--- src/rtl/pipe_hazard_ctrl.sv ---
// -----------------------------------------------------------------------------
// pipe_hazard_ctrl
// Central control for a 5-stage (IF, ID, EX, MEM, WB) pipeline. Tracks valid
// bits of the four pipeline registers, detects load-use and RAW hazards, and
// drives stall, bubble, flush and ALU forwarding selects. Keeps four
// saturating performance counters.
//
// Ports
//   clk, rst           clock (rising edge), synchronous active-high reset
//   enable             global run; low freezes valid bits and counters
//   id_rs/id_rt        sources of the instruction in IF/ID (+ id_use_rs/rt)
//   ex_rs/ex_rt        sources of the instruction in ID/EX
//   ex_wr/ex_mrd/ex_rd ID/EX RegWrite, MemRead, destination
//   mem_wr/mem_rd      EX/MEM RegWrite, destination
//   wb_wr/wb_rd        MEM/WB RegWrite, destination
//   redirect           taken branch/jump resolving at stage BR_STAGE
//   cnt_clr            synchronous clear of all counters
//   pc_en, ifid_en     PC and IF/ID load enables
//   bubble             zero ID/EX control bits at the next edge
//   flush[3:0]         bit i zeroes control bits of pipe reg i+1 (IF/ID..MEM/WB)
//   fwd_a, fwd_b       00 regfile, 01 EX/MEM alu_out, 10 MEM/WB wdata
//   valid[3:0]         valid bits of IF/ID..MEM/WB
//   cyc/ret/stl/fls_cnt  cycles, retired instrs, stall cycles, redirects
//
// No state machine: the only state is the valid vector and the counters.
// -----------------------------------------------------------------------------
module pipe_hazard_ctrl #(
  parameter int REG_ADDR_W = 5,
  parameter int FWD_EN     = 1,
  parameter int BR_STAGE   = 3,
  parameter int CNT_W      = 32
) (
  input  logic                  clk,
  input  logic                  rst,
  input  logic                  enable,
  input  logic [REG_ADDR_W-1:0] id_rs,
  input  logic [REG_ADDR_W-1:0] id_rt,
  input  logic                  id_use_rs,
  input  logic                  id_use_rt,
  input  logic [REG_ADDR_W-1:0] ex_rs,
  input  logic [REG_ADDR_W-1:0] ex_rt,
  input  logic                  ex_wr,
  input  logic                  ex_mrd,
  input  logic [REG_ADDR_W-1:0] ex_rd,
  input  logic                  mem_wr,
  input  logic [REG_ADDR_W-1:0] mem_rd,
  input  logic                  wb_wr,
  input  logic [REG_ADDR_W-1:0] wb_rd,
  input  logic                  redirect,
  input  logic                  cnt_clr,
  output logic                  pc_en,
  output logic                  ifid_en,
  output logic                  bubble,
  output logic [3:0]            flush,
  output logic [1:0]            fwd_a,
  output logic [1:0]            fwd_b,
  output logic [3:0]            valid,
  output logic [CNT_W-1:0]      cyc_cnt,
  output logic [CNT_W-1:0]      ret_cnt,
  output logic [CNT_W-1:0]      stl_cnt,
  output logic [CNT_W-1:0]      fls_cnt
);

  localparam bit         FWD_ON     = (FWD_EN != 0);
  // One flush bit per pipe register younger than the resolving stage.
  localparam logic [3:0] FLUSH_MASK = 4'((1 << BR_STAGE) - 1);

  logic [3:0] valid_q;
  logic [3:0] valid_next;
  logic       ex_p, mem_p, wb_p;
  logic       use_rs, use_rt;
  logic       ex_hit, mem_hit, load_use, hazard;
  logic       redir, stall;

  function automatic logic hit(input logic [REG_ADDR_W-1:0] src,
                               input logic [REG_ADDR_W-1:0] dst,
                               input logic                  producer);
    return producer && (dst != '0) && (src == dst);
  endfunction

  function automatic logic [CNT_W-1:0] sat_inc(input logic [CNT_W-1:0] c);
    return (c == {CNT_W{1'b1}}) ? c : c + {{(CNT_W-1){1'b0}}, 1'b1};
  endfunction

  // A stage only produces a result if it holds a valid instruction that writes.
  assign ex_p   = valid_q[1] & ex_wr;
  assign mem_p  = valid_q[2] & mem_wr;
  assign wb_p   = valid_q[3] & wb_wr;
  assign use_rs = id_use_rs & valid_q[0];
  assign use_rt = id_use_rt & valid_q[0];

  assign ex_hit  = (use_rs & hit(id_rs, ex_rd, ex_p))  | (use_rt & hit(id_rt, ex_rd, ex_p));
  assign mem_hit = (use_rs & hit(id_rs, mem_rd, mem_p)) | (use_rt & hit(id_rt, mem_rd, mem_p));

  // WB matches never stall: the regfile writes in the first half-cycle.
  assign load_use = ex_mrd & ex_hit;
  assign hazard   = load_use | (!FWD_ON & (ex_hit | mem_hit));

  // Redirect wins: the stalled instruction is being flushed anyway.
  assign redir = enable & redirect;
  assign stall = enable & hazard & ~redirect;

  always_comb begin
    pc_en   = enable & ~stall;
    ifid_en = enable & ~stall;
    bubble  = stall;
    flush   = redir ? FLUSH_MASK : 4'b0000;
  end

  // EX/MEM holds the younger result, so it takes precedence over MEM/WB.
  always_comb begin
    fwd_a = 2'b00;
    fwd_b = 2'b00;
    if (FWD_ON) begin
      if (hit(ex_rs, mem_rd, mem_p))     fwd_a = 2'b01;
      else if (hit(ex_rs, wb_rd, wb_p))  fwd_a = 2'b10;
      if (hit(ex_rt, mem_rd, mem_p))     fwd_b = 2'b01;
      else if (hit(ex_rt, wb_rd, wb_p))  fwd_b = 2'b10;
    end
  end

  always_comb begin
    valid_next = valid_q;
    if (enable) begin
      if (redir)      valid_next = {valid_q[2:0], 1'b1} & ~FLUSH_MASK;
      else if (stall) valid_next = {valid_q[2:1], 1'b0, valid_q[0]};
      else            valid_next = {valid_q[2:0], 1'b1};
    end
  end

  always_ff @(posedge clk) begin
    if (rst) begin
      valid_q <= '0;
      cyc_cnt <= '0;
      ret_cnt <= '0;
      stl_cnt <= '0;
      fls_cnt <= '0;
    end else begin
      valid_q <= valid_next;
      if (cnt_clr) begin
        cyc_cnt <= '0;
        ret_cnt <= '0;
        stl_cnt <= '0;
        fls_cnt <= '0;
      end else if (enable) begin
        cyc_cnt <= sat_inc(cyc_cnt);
        if (valid_q[3]) ret_cnt <= sat_inc(ret_cnt);
        if (stall)      stl_cnt <= sat_inc(stl_cnt);
        if (redir)      fls_cnt <= sat_inc(fls_cnt);
      end
    end
  end

  assign valid = valid_q;

endmodule

--- config.mk ---
export PLATFORM = sky130hd
export DESIGN_NAME = pipe_hazard_ctrl
export DESIGN_NICKNAME = d
export VERILOG_FILES = /design/src/rtl/pipe_hazard_ctrl.sv
export SDC_FILE = /design/constraint.sdc
export NUM_CORES = 1
export LEC_CHECK = 0
export BUFFER_PORTS_ARGS = -buffer_cell sky130_fd_sc_hd__buf_2
export CAP_MARGIN = 20
export CORE_ASPECT_RATIO = 0.5
export CORE_MARGIN = 10
export CORE_UTILIZATION = 48
export CTS_CLUSTER_SIZE = 30
export DETAILED_ROUTE_END_ITERATION = 12
export MAX_ROUTING_LAYER = met4
export PLACE_DENSITY = 0.82
export SYNTH_ARGS = -nofsm -noshare
export SYNTH_HDL_FRONTEND = slang
export SYNTH_SLANG_ARGS = --single-unit
--- constraint.sdc ---
create_clock -name clk -period 2.2 [get_ports clk]
set_clock_uncertainty 0.05 [all_clocks]
set_input_delay 0.33 -clock clk [delete_from_list [all_inputs] [get_ports clk]]
set_output_delay 0.33 -clock clk [all_outputs]
set_load 0.01 [all_outputs]
Word level (Yosys, flattened, before mapping)

Index checks and enable logic that the tools add are counted.

Flip-flop bits (word level): 132
Bits of input ports: 46
Output and inout port bits: 143
Logic and storage cells: 65

Add/subtract/negate cells: 4
Equal/unequal tests: 11
Multiplexer cells: 7
Bitwise gates (word level): 19
Reductions and logical operators: 18

Operators by type and width:

| cell                                          | number |
|---|---|
| adder 32 x 1 -> 32 bit, second input constant | 4 |
| equality test 32 bit, second input constant   | 4 |
| equality test 5 bit                           | 6 |
| nonzero test 5 bit                            | 3 |
| bitwise AND 1 bit                             | 12 |
| two-way mux 2 bit                             | 5 |
| logical AND 1 bit                             | 9 |
| AND reduction 3 bit                           | 3 |
| two-way mux 3 bit                             | 2 |
| inverter 1 bit                                | 6 |
| AND reduction 2 bit                           | 2 |
| != test 2 bit, second input constant          | 1 |
| OR reduction 2 bit                            | 1 |
| bitwise OR 1 bit                              | 1 |

Depth between registers and ports, before layout

Gate-level depths: netlist of run 1.

Depth in word-level cells: 10
Depth in mapped cells: 8

Worst setup path before layout of run 1

No wires, ideal clock.

Path kind: in2out
Start: input port ex_rd[1]
End: output port pc_en
Arrival: 1.972 ns
Required time: 1.820 ns
Setup slack: -0.152 ns
Cell stages on the path: 7
Cell sequence: or4_1 -> o211a_1 -> nand2_1 -> clkbuf_1 -> inv_1 -> nor2_1 -> buf_4

Longest elaborated chain between the ends: 10
Elaborated cells between the ends (all ways): 14

RTL lines:

| element                            | line | source |
|---|---|---|
| from (decl)                        | 44   | `input logic [REG_ADDR_W-1:0] ex_rd,` |
| nonzero test 5 bit                 | 78   | `return producer && (dst != '0) && (src == dst);` |
| logical AND 1 bit (2 in a row)     | 78   |  |
| bitwise AND 1 bit                  | 92   | `assign ex_hit = (use_rs & hit(id_rs, ex_rd, ex_p)) \| (use_rt & hit(id_rt, ex_rd, ex_p));` |
| bitwise OR 1 bit (*)               | 92   |  |
| bitwise AND 1 bit (*)              | 96   | `assign load_use = ex_mrd & ex_hit;` |
| bitwise AND 1 bit (*) (2 in a row) | 101  | `assign stall = enable & hazard & ~redirect;` |
| named net bubble                   | 53   | `output logic bubble,` |
| inverter 1 bit (*)                 | -    |  |
| bitwise AND 1 bit (*)              | -    |  |
| to (decl)                          | 51   | `output logic pc_en,` |

Mark *: on every way through the listed nets, which the timed path passes. The rest lies on a longest branch.

Final worst setup path of run 1

Start: register valid_q[3], in the netlist valid[3]
End: output port fwd_b[1]

Longest elaborated chain between the ends: 5

RTL lines:

| element                        | line | source |
|---|---|---|
| from (decl)                    | 68   | `logic [3:0] valid_q;` |
| from (signal assigned)         | 139  | `valid_q <= valid_next;` |
| bitwise AND 1 bit              | 88   | `assign wb_p = valid_q[3] & wb_wr;` |
| logical AND 1 bit (2 in a row) | 78   |  |
| two-way mux 2 bit              | 118  | `else if (hit(ex_rt, wb_rd, wb_p)) fwd_b = 2'b10;` |
| two-way mux 2 bit              | 117  | `if (hit(ex_rt, mem_rd, mem_p)) fwd_b = 2'b01;` |
| to (decl)                      | 56   | `output logic [1:0] fwd_b,` |

No other way between the ends.

==> metrics.md, run 1 <==
| Metric | Value |
|---|---|
| Most used DFF post-synth | dfxtp_1 |
| R2R cell count | 7 |
| DIE AREA | 19500 µm² |
| Core region area | 13700 µm² |
| Share of cells above drive strength 1 | 31.4% |
| CP required | 1.82 ns |
| GRT busiest layer | met2 |
| Area grow syn2layout | 34.3% |
| Total Routing Usage GR | 20.7% |
| WHS | 0.190 ns |
| Synth warnings | 0 |
| I/O pin cnt | 189 |
| RePlAce Congestion | 0.908 |
| Htree depth | 4 |
| Worst Setup Path Type | reg -> out |
| Initial drt markers | 428 |
| Routed WL per cell | 17.0 µm |
| Chip width | 188 µm |
| Final TNS setup | 0 ns |
| Final period utilization | 99.4% |
| Fin. max-slew vios | 0 |
| CTS sink count | 132 |
| RSZ-0062 raised after global routing | yes |
| Clk pin slew, worst setup/hold paths | 0.06 ns |
| DRC viols | 0 |
| Fin area | 9080 µm² |
| Unique cell type count in the Yosys netlist | 57 |
| Initial core utilization | 49.5% |
| R2R Setup Slk | 0.09 ns |
| Hold path start | redirect |
| Top cells by area, synth | dfxtp_1 39%, xor2_1 8.2%, xnor2_1 5.1% |
| Total CTS buffers | 17 |
| Reg2reg start | cyc_cnt[0] |
| Most frequent cell after synthesis | dfxtp_1 |
| First-pass GRT wire length | 33300 µm |
| Syn Inst Count | 814 |
| Worst slew margin relative to its limit | 54.1% |
| Setup violators final | 0 |
| Power per Cell Area | 620 nW/µm² |
| Via count | 7060 |
| Yosys top cell area share | 39.1% |
| Row cnt | 30 |
| Met3 usage | 3.88% |
| Die Ht | 104 µm |
| Final hold vios | 0 |
| CTS tree | done |
| Lkg Pwr | 0.00368 µW |
| EDFF count, synth | 0 |
| # diodes | 0 |
| Peak VDD IR | 0.482 mV |
| RR Endpoint | cyc_cnt[26] |
| Post-Syn Nets | 864 |
| Post-synthesis sequential area ratio | 39.1% |
| Placed instance area | 8260 µm² |
| CP Capture Type | output pin |
| Synth cell count leaders | 132 x dfxtp_1, 89 x nor2_1, 68 x nand2_1, 63 x xor2_1, 57 x nand3_1 |
| Final core occ | 66.5% |
| Max-Cap Viols | 0 |
| Pre-antenna DRT Iters | 5 |
| Final ANT Viol Nets | 0 |
| Cell Area, Synth | 6760 µm² |
| Clk buf depth | 2 |
| Least-Margin Pin Slew | 0.686 ns |
| Met2 GRT Util | 34.9% |
| Antenna violations before repair | 0 |
| Tightest Hold Check Type | in -> reg |
| Worst Path Arrival | 1.81 ns |
| Largest net degree at the start of global routing | 51 |
| Hold EP | valid[1] |
| Via/cell ratio | 5.60 |
| Final min period | 2.19 ns |
| Syn Area/Cell | 8.31 µm² |
| Yosys top cell by area | dfxtp_1 |
| Critical Path Start Type | register |
| Net count, final | 1106 |
| IO buf count | 187 |
| Hold depth | 3 |
| CTS Root Cell | clkbuf_16 |
| Clk_lat worst skew | 0.42 ns |
| Asr flop ratio synth | 0% |
| Overall Power | 5630 µW |
| Final wirelength | 21400 µm |
| Status | completed |
| Vias in the first global route | 6732 |
| Fmax | 457 MHz |
| #FFs+latches synth | 132 |
| Critical path fanouts, max | 3 |
| M1 GR Usage | 24.1% |
| GR Overflow Total | 0 |
| Dpl hpwl | 15700 µm |
[worst max-delay path: stages, from the launching register on]
cell      delay (ns)
dfxtp_4         0.37
o211ai_1        0.12
or4_4           0.45
nor4_4          0.27
buf_2           0.17
[registers in the layout, indices dropped and copies added (netlist names)]
register,flops
cyc_cnt,32
ret_cnt,32
stl_cnt,32
fls_cnt,32
valid,4
[cell usage in the layout (no fill, tap or decap), drive strengths merged, types with 17 or more instances in the layout]
cell type    n
xnor2       39
xor2        63
dfxtp      132
a21oi       45
or3         42
and3        21
and4        17
nor3        17
buf        258
o21ai       35
nand3       58
nand2       68
nand4       47
inv         21
nor2        89
clkbuf      18
[report_power, final]
group | switching [µW] | leakage (µW) | internal [µW]
logic | 135 | 0.00231 | 93.4
registers | 4.47 | 0.00107 | 2390
clock network | 1180 | 0.000300 | 1820
[stage by stage]
step	cells	worst slack, ns
after floorplan	814	0.0327
after CTS	1256	0.00133
after global routing	1261	-0.0467
after global placement	1222	0.0143
final	1261	0.0135
after detailed placement	1222	-0.0321
[what timing repair did]
action,in CTS,in global routing
endpoints found under the hold margin,0,0
pin swaps,3,9
hold buffers,0,0
gates resized for setup,4,31
setup endpoints to repair,13,37
cloned,0,0
buffers inserted,2,5
[area by class of cell]
cell class / count / area, µm²
multi-input cells: 635 / 4030
clock inverters: 14 / 188
well taps: 192 / 240
inverters: 12 / 45.0
flip-flops and latches: 132 / 2660
fillers: 1147 / 4580
clock buffers: 18 / 429
repair buffers: 258 / 1490
[how the worst max path moves through the flow]
stage | startpoint | to | slack [ns] | depth (start not counted)
after floorplan | ex_rd[1] | pc_en | 0.03 | 7
after global placement | mem_rd[1] | fwd_b[1] | 0.01 | 6
after detailed placement | stl_cnt[4] | stl_cnt[25] | -0.03 | 6
after CTS | cyc_cnt[5] | cyc_cnt[26] | 0.001 | 6
after global routing | valid[3] | fwd_b[1] | -0.05 | 4
final | valid[3] | fwd_b[1] | 0.01 | 4
[layer usage]
layer	vias to the layer above	wire length, µm	share of wire (%)
met3	32	923	4.3
met2	225	10700	50
met5	-	0	0
met1	3380	9350	44
li1	3423	-	-
met4	0	442	2.1
[kinds of logic (layout without fill, tap and decap cells)]
| logic type | Yosys count | after routing | share of synthesized area (%) |
|---|---|---|---|
| fa+ha+maj | 4 | 4 | 0.740 |
| flops | 132 | 132 | 39.1 |
| simple gates | 409 | 409 | 32.6 |
| compound gates | 112 | 112 | 9.72 |
| xor+xnor | 102 | 102 | 13.2 |
| mux | 7 | 7 | 1.04 |
| buf+inv | 47 | 302 | 3.53 |
| other cells | 1 | 1 | 0.0555 |
Note: power is estimated with default switching activity, not from simulation.
==> inputs of run 2 (changes only) <==
REMOVE_ABC_BUFFERS = 1   (was default)
==> run 2 against run 1 <==
Against the previous run: first-iteration DRC count is 3.7% lower; worst hold slack improved by 0.034 ns; clock power barely moved; die area stayed put; global-route usage down 0.33 points; combinational power barely moved; critical path depth unchanged; register-to-register slack worse by 0.03 ns; routed wire length decreased by 3.8%; sequential power about the same; critical path type unchanged; largest cell class unchanged.
==> metrics.md, run 2 (synthesis gave the netlist of run 1 again) <==
| Metric | Value |
|---|---|
| Antenna violations before repair | 0 (unchanged) |
| Setup violators final | 0 (unchanged) |
| Lkg Pwr | 0.00369 µW (+0.50%) |
| Critical path fanouts, max | 4 (+1) |
| Least-Margin Pin Slew | 0.569 ns (-0.117 ns) |
| Vias in the first global route | 6793 (+0.91%) |
| Die Ht | 104 µm (unchanged) |
| DR WL met2 | 10400 µm (-3.0%) |
| Most frequent cells in the layout | 185 x buf_2, 128 x dfxtp_1, 89 x nor2_1, 73 x buf_4, 66 x nand2_1 |
| Final min period | 2.19 ns (+0.00147 ns) |
| Final hold vios | 0 (unchanged) |
| RR Endpoint | stl_cnt[8] |
| CTS tree | done |
| RSZ-0062 raised after global routing | yes |
| Top layer in use | met4 |
| Final period utilization | 99.5% (about the same) |
| Hold EP | valid[2] |
| Sw Ratio | 21.4% (-2.1 points) |
| Initial core utilization | 49.5% (unchanged) |
| Cell breakdown of the critical path | o211ai_1 -> or4_4 -> nor4_4 -> buf_2 |
| Crit-path max cell delay | 0.54 ns (+0.09 ns) |
| Fmax | 457 MHz (about the same) |
| Max-Cap Viols | 0 (unchanged) |
| Largest net degree at the start of global routing | 36 (-29%) |
| R2R cell count | 8 (+1) |
| Worst Setup Slack, final | 0.0121 ns (-0.00147 ns) |
| Comb power frac | 4.1% (about the same) |
| Overall Power | 5630 µW (about the same) |
| Final ANT Viol Nets | 0 (unchanged) |
| Routed WL per cell | 16.3 µm (-4.2%) |
| Status | completed |
| Via/cell ratio | 5.55 (-0.86%) |
| GR Overflow Total | 0 (unchanged) |
| Net count, final | 1111 (+0.45%) |
| CP required | 1.82 ns (about the same) |
| Fin. max-slew vios | 0 (unchanged) |
| Hold path start | rst |
| I/O pin cnt | 189 (unchanged) |
| Clock share of power | 53.3% (about the same) |
| Final wirelength | 20600 µm (-3.8%) |
| Chip width | 188 µm (unchanged) |
| M1 wire length | 9010 µm (-3.6%) |
| CTS Root Cell | clkbuf_16 |
| Reg2reg start | stl_cnt[8] |
| Critical Path Start Type | register |
| Final TNS setup | 0 ns (unchanged) |
| Slowest CP cell | or4_4 |
| Total Routing Usage GR | 20.4% (-0.33 points) |
| Worst slew margin relative to its limit | 62.0% (+7.9 points) |
| # diodes | 0 (unchanged) |
| Core region area | 13700 µm² (unchanged) |
| Area grow syn2layout | 34.7% |
| WL met3 | 912 µm (-1.2%) |
| Buf/Inv on CP | 1 (unchanged) |
| CTS sink count | 132 (unchanged) |
| Place WS | -0.0132 ns (+0.0190 ns) |
| Total CTS buffers | 17 (unchanged) |
| Peak VDD IR | 0.540 mV (+12%) |
| CTS Hold Bufs | 0 (unchanged) |
| Pre-antenna DRT Iters | 5 (unchanged) |
| Commonest non-fill, non-tap cell in the layout | buf_2 |
| Clk pin slew, worst setup/hold paths | 0.05 ns (about the same) |
| Filler cell count | 1153 (+0.52%) |
| Via count | 7027 (-0.47%) |
| Worst Path Arrival | 1.81 ns (about the same) |
| Htree depth | 4 (unchanged) |
| DIE AREA | 19500 µm² (unchanged) |
| Reg power frac | 42.6% (about the same) |
| Int Pwr | 4420 µW (+2.6%) |
| Power per Cell Area | 618 nW/µm² (-0.42%) |
| DRC viols | 0 (unchanged) |
| Net switching power | 1210 µW (-8.9%) |
| Hold depth | 2 (-1) |
| WHS | 0.225 ns (+0.0342 ns) |
| R2R Setup Slk | 0.06 ns (-0.03 ns) |
| CP top delay family | simple AND/OR/NAND/NOR gates |
| IO buf count | 187 (unchanged) |
| Clk buf depth | 2 (unchanged) |
| RePlAce Congestion | 0.895 (-1.4%) |
| CP Capture Type | output pin |
| Tightest Hold Check Type | in -> reg |
| Dpl hpwl | 15500 µm (-0.96%) |
| First-pass GRT wire length | 33000 µm (-0.97%) |
| Initial drt markers | 412 (-3.7%) |
| Row cnt | 30 (unchanged) |
| Placed instance area | 8320 µm² (+0.76%) |
| Clk_lat worst skew | 0.40 ns (-0.02 ns) |
| Fin area | 9110 µm² (+0.33%) |
| Worst Setup Path Type | reg -> out |
| Share of cells above drive strength 1 | 30.9% (-0.52 points) |
run 2: power by group through the flow:
stage | registers, µW | logic (µW) | clock network, µW
5_1_grt | 2400 | 253 | 3160
6_report | 2400 | 232 | 3000
3_3_place_gp | 2450 | 216 | 0
4_1_cts | 2400 | 227 | 3030
2_1_floorplan | 2450 | 97.4 | 0
3_5_place_dp | 2450 | 225 | 0
run 2: final cells by class:
class	instances	area, µm²	share of cell area (%)
multi-input cells	635	3990	43.8
flip-flops and latches	132	2650	29.1
repair buffers	263	1560	17.1
clock buffers	20	447	4.90
well taps	192	240	2.64
clock inverters	12	180	1.98
inverters	12	45.0	0.494
run 2: what timing repair did:
action	4_1_cts	5_1_grt
gates cloned	0	0
pin swaps	0	12
setup endpoints to repair	5	36
buffers inserted	0	5
gates resized for setup	4	26
run 2: through the flow:
stage | std cells | utilization, %
4_1_cts | 1261 | 65.6
6_report | 1266 | 66.7
3_5_place_dp | 1229 | 60.9
3_3_place_gp | 1229 | 60.9
5_1_grt | 1266 | 66.7
2_1_floorplan | 779 | -
run 2: metal layers:
metal,global-route usage (%),vias to the layer above
met5,-,-
met4,6.24,0
met3,3.82,24
met2,34.7,199
met1,23.9,3370
li1,-,3434
run 2: worst max path at each step:
| stage | slack [ns] | to | cells past startpoint | start |
|---|---|---|---|---|
| floorplan | -0.25 | ret_cnt[29] | 6 | ret_cnt[18] |
| global placement | 0.09 | ifid_en | 7 | ex_rd[1] |
| detailed placement | -0.01 | cyc_cnt[21] | 6 | cyc_cnt[10] |
| CTS | 0.01 | fwd_b[1] | 4 | valid[3] |
| global route | -0.06 | fwd_b[1] | 4 | valid[3] |
| finish | 0.01 | fwd_b[1] | 4 | valid[3] |
==> inputs of run 3 (changes only) <==
CORE_ASPECT_RATIO = 1.1   (was 0.5)
==> run 3 against run 2 <==
Against the previous run: non-clock buffer count decreased by 7; global-route usage grew 1.4 points; largest power group unchanged; critical endpoint unchanged; sequential share of layout area grew 0.36 points; register-to-register slack about the same; cell count down 0.95%; clock-buffer cell count grew 3; via count grew 0.85%; clock power decreased by 5%; largest cell class unchanged.
==> metrics.md, run 3 (synthesis gave the netlist of run 1 again) <==
| Metric | Value |
|---|---|
| Final min period | 2.17 ns (-0.0229 ns) |
| Dpl hpwl | 15600 µm (+0.38%) |
| Clock share of power | 51.8% (-1.5 points) |
| Final wirelength | 21100 µm (+2.6%) |
| Clk pin slew, worst setup/hold paths | 0.06 ns (about the same) |
| Status | completed |
| Sw Ratio | 21.5% (+0.085 points) |
| Power per Cell Area | 607 nW/µm² (-1.7%) |
| Fin. max-slew vios | 0 (unchanged) |
| CP top delay family | simple AND/OR/NAND/NOR gates |
| Most frequent cells in the layout | 185 x buf_2, 123 x dfxtp_1, 88 x nor2_1, 68 x buf_4, 66 x nand2_1 |
| RePlAce Congestion | 0.925 (+3.3%) |
| CTS Root Cell | clkbuf_16 |
| Peak VDD IR | 0.459 mV (-15%) |
| Least-Margin Pin Slew | 0.675 ns (+0.107 ns) |
| GRT busiest layer | met2 |
| Largest net degree at the start of global routing | 35 (-2.8%) |
| Setup violators final | 0 (unchanged) |
| Worst Setup Path Type | in -> out |
| Tightest Hold Check Type | in -> reg |
| DRC viols | 0 (unchanged) |
| Reg power frac | 43.9% (+1.3 points) |
| Vias in the first global route | 6855 (+0.91%) |
| Crit-path max cell delay | 0.50 ns (-0.04 ns) |
| Clk buf depth | 2 (unchanged) |
| DIE AREA | 19200 µm² (-1.4%) |
| Lkg Pwr | 0.00364 µW (-1.5%) |
| Total Routing Usage GR | 21.7% (+1.4 points) |
| Share of cells above drive strength 1 | 31.0% (+0.044 points) |
| Worst Setup Slack, final | 0.0350 ns (+0.0229 ns) |
| Flip-flop and latch area | 2650 µm² (+0.14%) |
| IO buf count | 187 (unchanged) |
| Die Ht | 144 µm (+39%) |
| Core region area | 13800 µm² (+0.96%) |
| CTS Hold Bufs | 0 (unchanged) |
| # diodes | 0 (unchanged) |
| Cell breakdown of the critical path | buf_4 -> or4_1 -> o211ai_1 -> nor4_2 -> nor4_4 -> buf_2 |
| Net switching power | 1180 µW (-2.4%) |
| Initial drt markers | 419 (+1.7%) |
| Worst slew margin relative to its limit | 54.8% (-7.2 points) |
| GR Overflow Total | 0 (unchanged) |
| Final hold vios | 0 (unchanged) |
| Critical path fanouts, max | 3 (-1) |
| Routed WL per cell | 16.8 µm (+3.5%) |
| Comb power frac | 4.3% (+0.2 points) |
| Pre-antenna DRT Iters | 5 (unchanged) |
| Final ANT Viol Nets | 0 (unchanged) |
| I/O pin cnt | 189 (unchanged) |
| Max-Cap Viols | 0 (unchanged) |
| Worst Path Arrival | 1.79 ns (-0.02 ns) |
| Initial core utilization | 49.0% (-0.47 points) |
| Row cnt | 45 (+50%) |
| Via count | 7087 (+0.85%) |
| Critical Path Start Type | input pin |
| Commonest non-fill, non-tap cell in the layout | buf_2 |
| Final period utilization | 98.4% (-1.0 points) |
| Net count, final | 1104 (-0.63%) |
| CP required | 1.82 ns (about the same) |
| Via/cell ratio | 5.65 (+1.8%) |
| Slowest CP cell | or4_1 |
| Chip width | 133 µm (-29%) |
| Total CTS buffers | 17 (unchanged) |
| Met2 GRT Util | 36.3% (+1.6 points) |
| CP Capture Type | output pin |
| M1 GR Usage | 24.6% (+0.69 points) |
| Area of the multi-input gates | 3990 µm² (about the same) |
| Filler cell count | 1146 (-0.61%) |
| Finished Layout Cells | 1254 (-0.95%) |
| First-pass GRT wire length | 33600 µm (+1.6%) |
| Area grow syn2layout | 33.3% |
| Clk_lat worst skew | 0.42 ns (+0.02 ns) |
| Htree depth | 4 (unchanged) |
| Met3 usage | 4.37% (+0.56 points) |
| Placed Cells | 1222 (-0.57%) |
| Int Pwr | 4290 µW (-2.9%) |
| Fmax | 462 MHz (+1.1%) |
| CTS sink count | 132 (unchanged) |
| Place WS | 0.0165 ns (+0.0297 ns) |
| CTS tree | done |
| Antenna violations before repair | 0 (unchanged) |
| Buf/Inv on CP | 2 (+1) |
==> run 3: changes by cell type in the layout (fill, tap and decap cells not counted), moves of 2 or more <==
cell,change
bufinv_16,-2
dfxtp_2,+6
dfxtp_1,-5
clkbuf_8,+4
buf_4,-5
clkinv_4,-3
==> run 3: power by group through the flow <==
stage	sequential, µW	clock, µW	combinational (µW)
2_1_floorplan	2450	0	97.4
3_3_place_gp	2450	0	220
3_5_place_dp	2450	0	225
4_1_cts	2400	2860	228
5_1_grt	2400	2980	252
6_report	2400	2840	234
==> run 3: repair_timing <==
item	CTS	global route
pin swaps	0	9
buffers inserted	0	1
hold endpoints to repair	0	0
resized for setup	5	27
endpoints found under the setup margin	4	35
==> run 3: through the flow <==
step | hold slack [ns] | cell area, µm² | TNS, ns | utilization [%] | power (µW)
4_1_cts | 0.197 | 8900 | 0 | 64.5 | 5490
6_report | 0.201 | 9010 | 0 | 65.3 | 5470
3_5_place_dp | 0.433 | 8280 | 0 | 60.1 | 2680
2_1_floorplan | 0.349 | 6570 | -3.56 | - | 2550
5_1_grt | 0.209 | 9010 | -0.0835 | 65.3 | 5630
3_3_place_gp | 0.417 | 8280 | 0 | 60.1 | 2670
==> run 3: worst paths after layout <==
kind,from,endpoint,slack (ns),depth (start not counted)
setup / recovery,mem_rd[1],fwd_b[1],0.03,6
hold reg to reg,ret_cnt[1],ret_cnt[1],0.44,2
hold / removal,rst,valid[2],0.20,2
setup reg to reg,ret_cnt[1],ret_cnt[12],0.05,7
==> run 3: metal layers <==
metal  vias to the layer above  share of wire [%]
met3                        52                5.6
li1                       3416                  -
met5                         -                  0
met1                      3337                 42
met4                         0                3.2
met2                       282                 49
==> run 3: final cells by class <==
cell class,count,share of cell area (%)
well taps,188,2.61
flip-flops and latches,132,29.4
repair buffers,256,16.5
clock buffers,23,5.53
clock inverters,8,1.10
inverters,12,0.500
multi-input cells,635,44.3
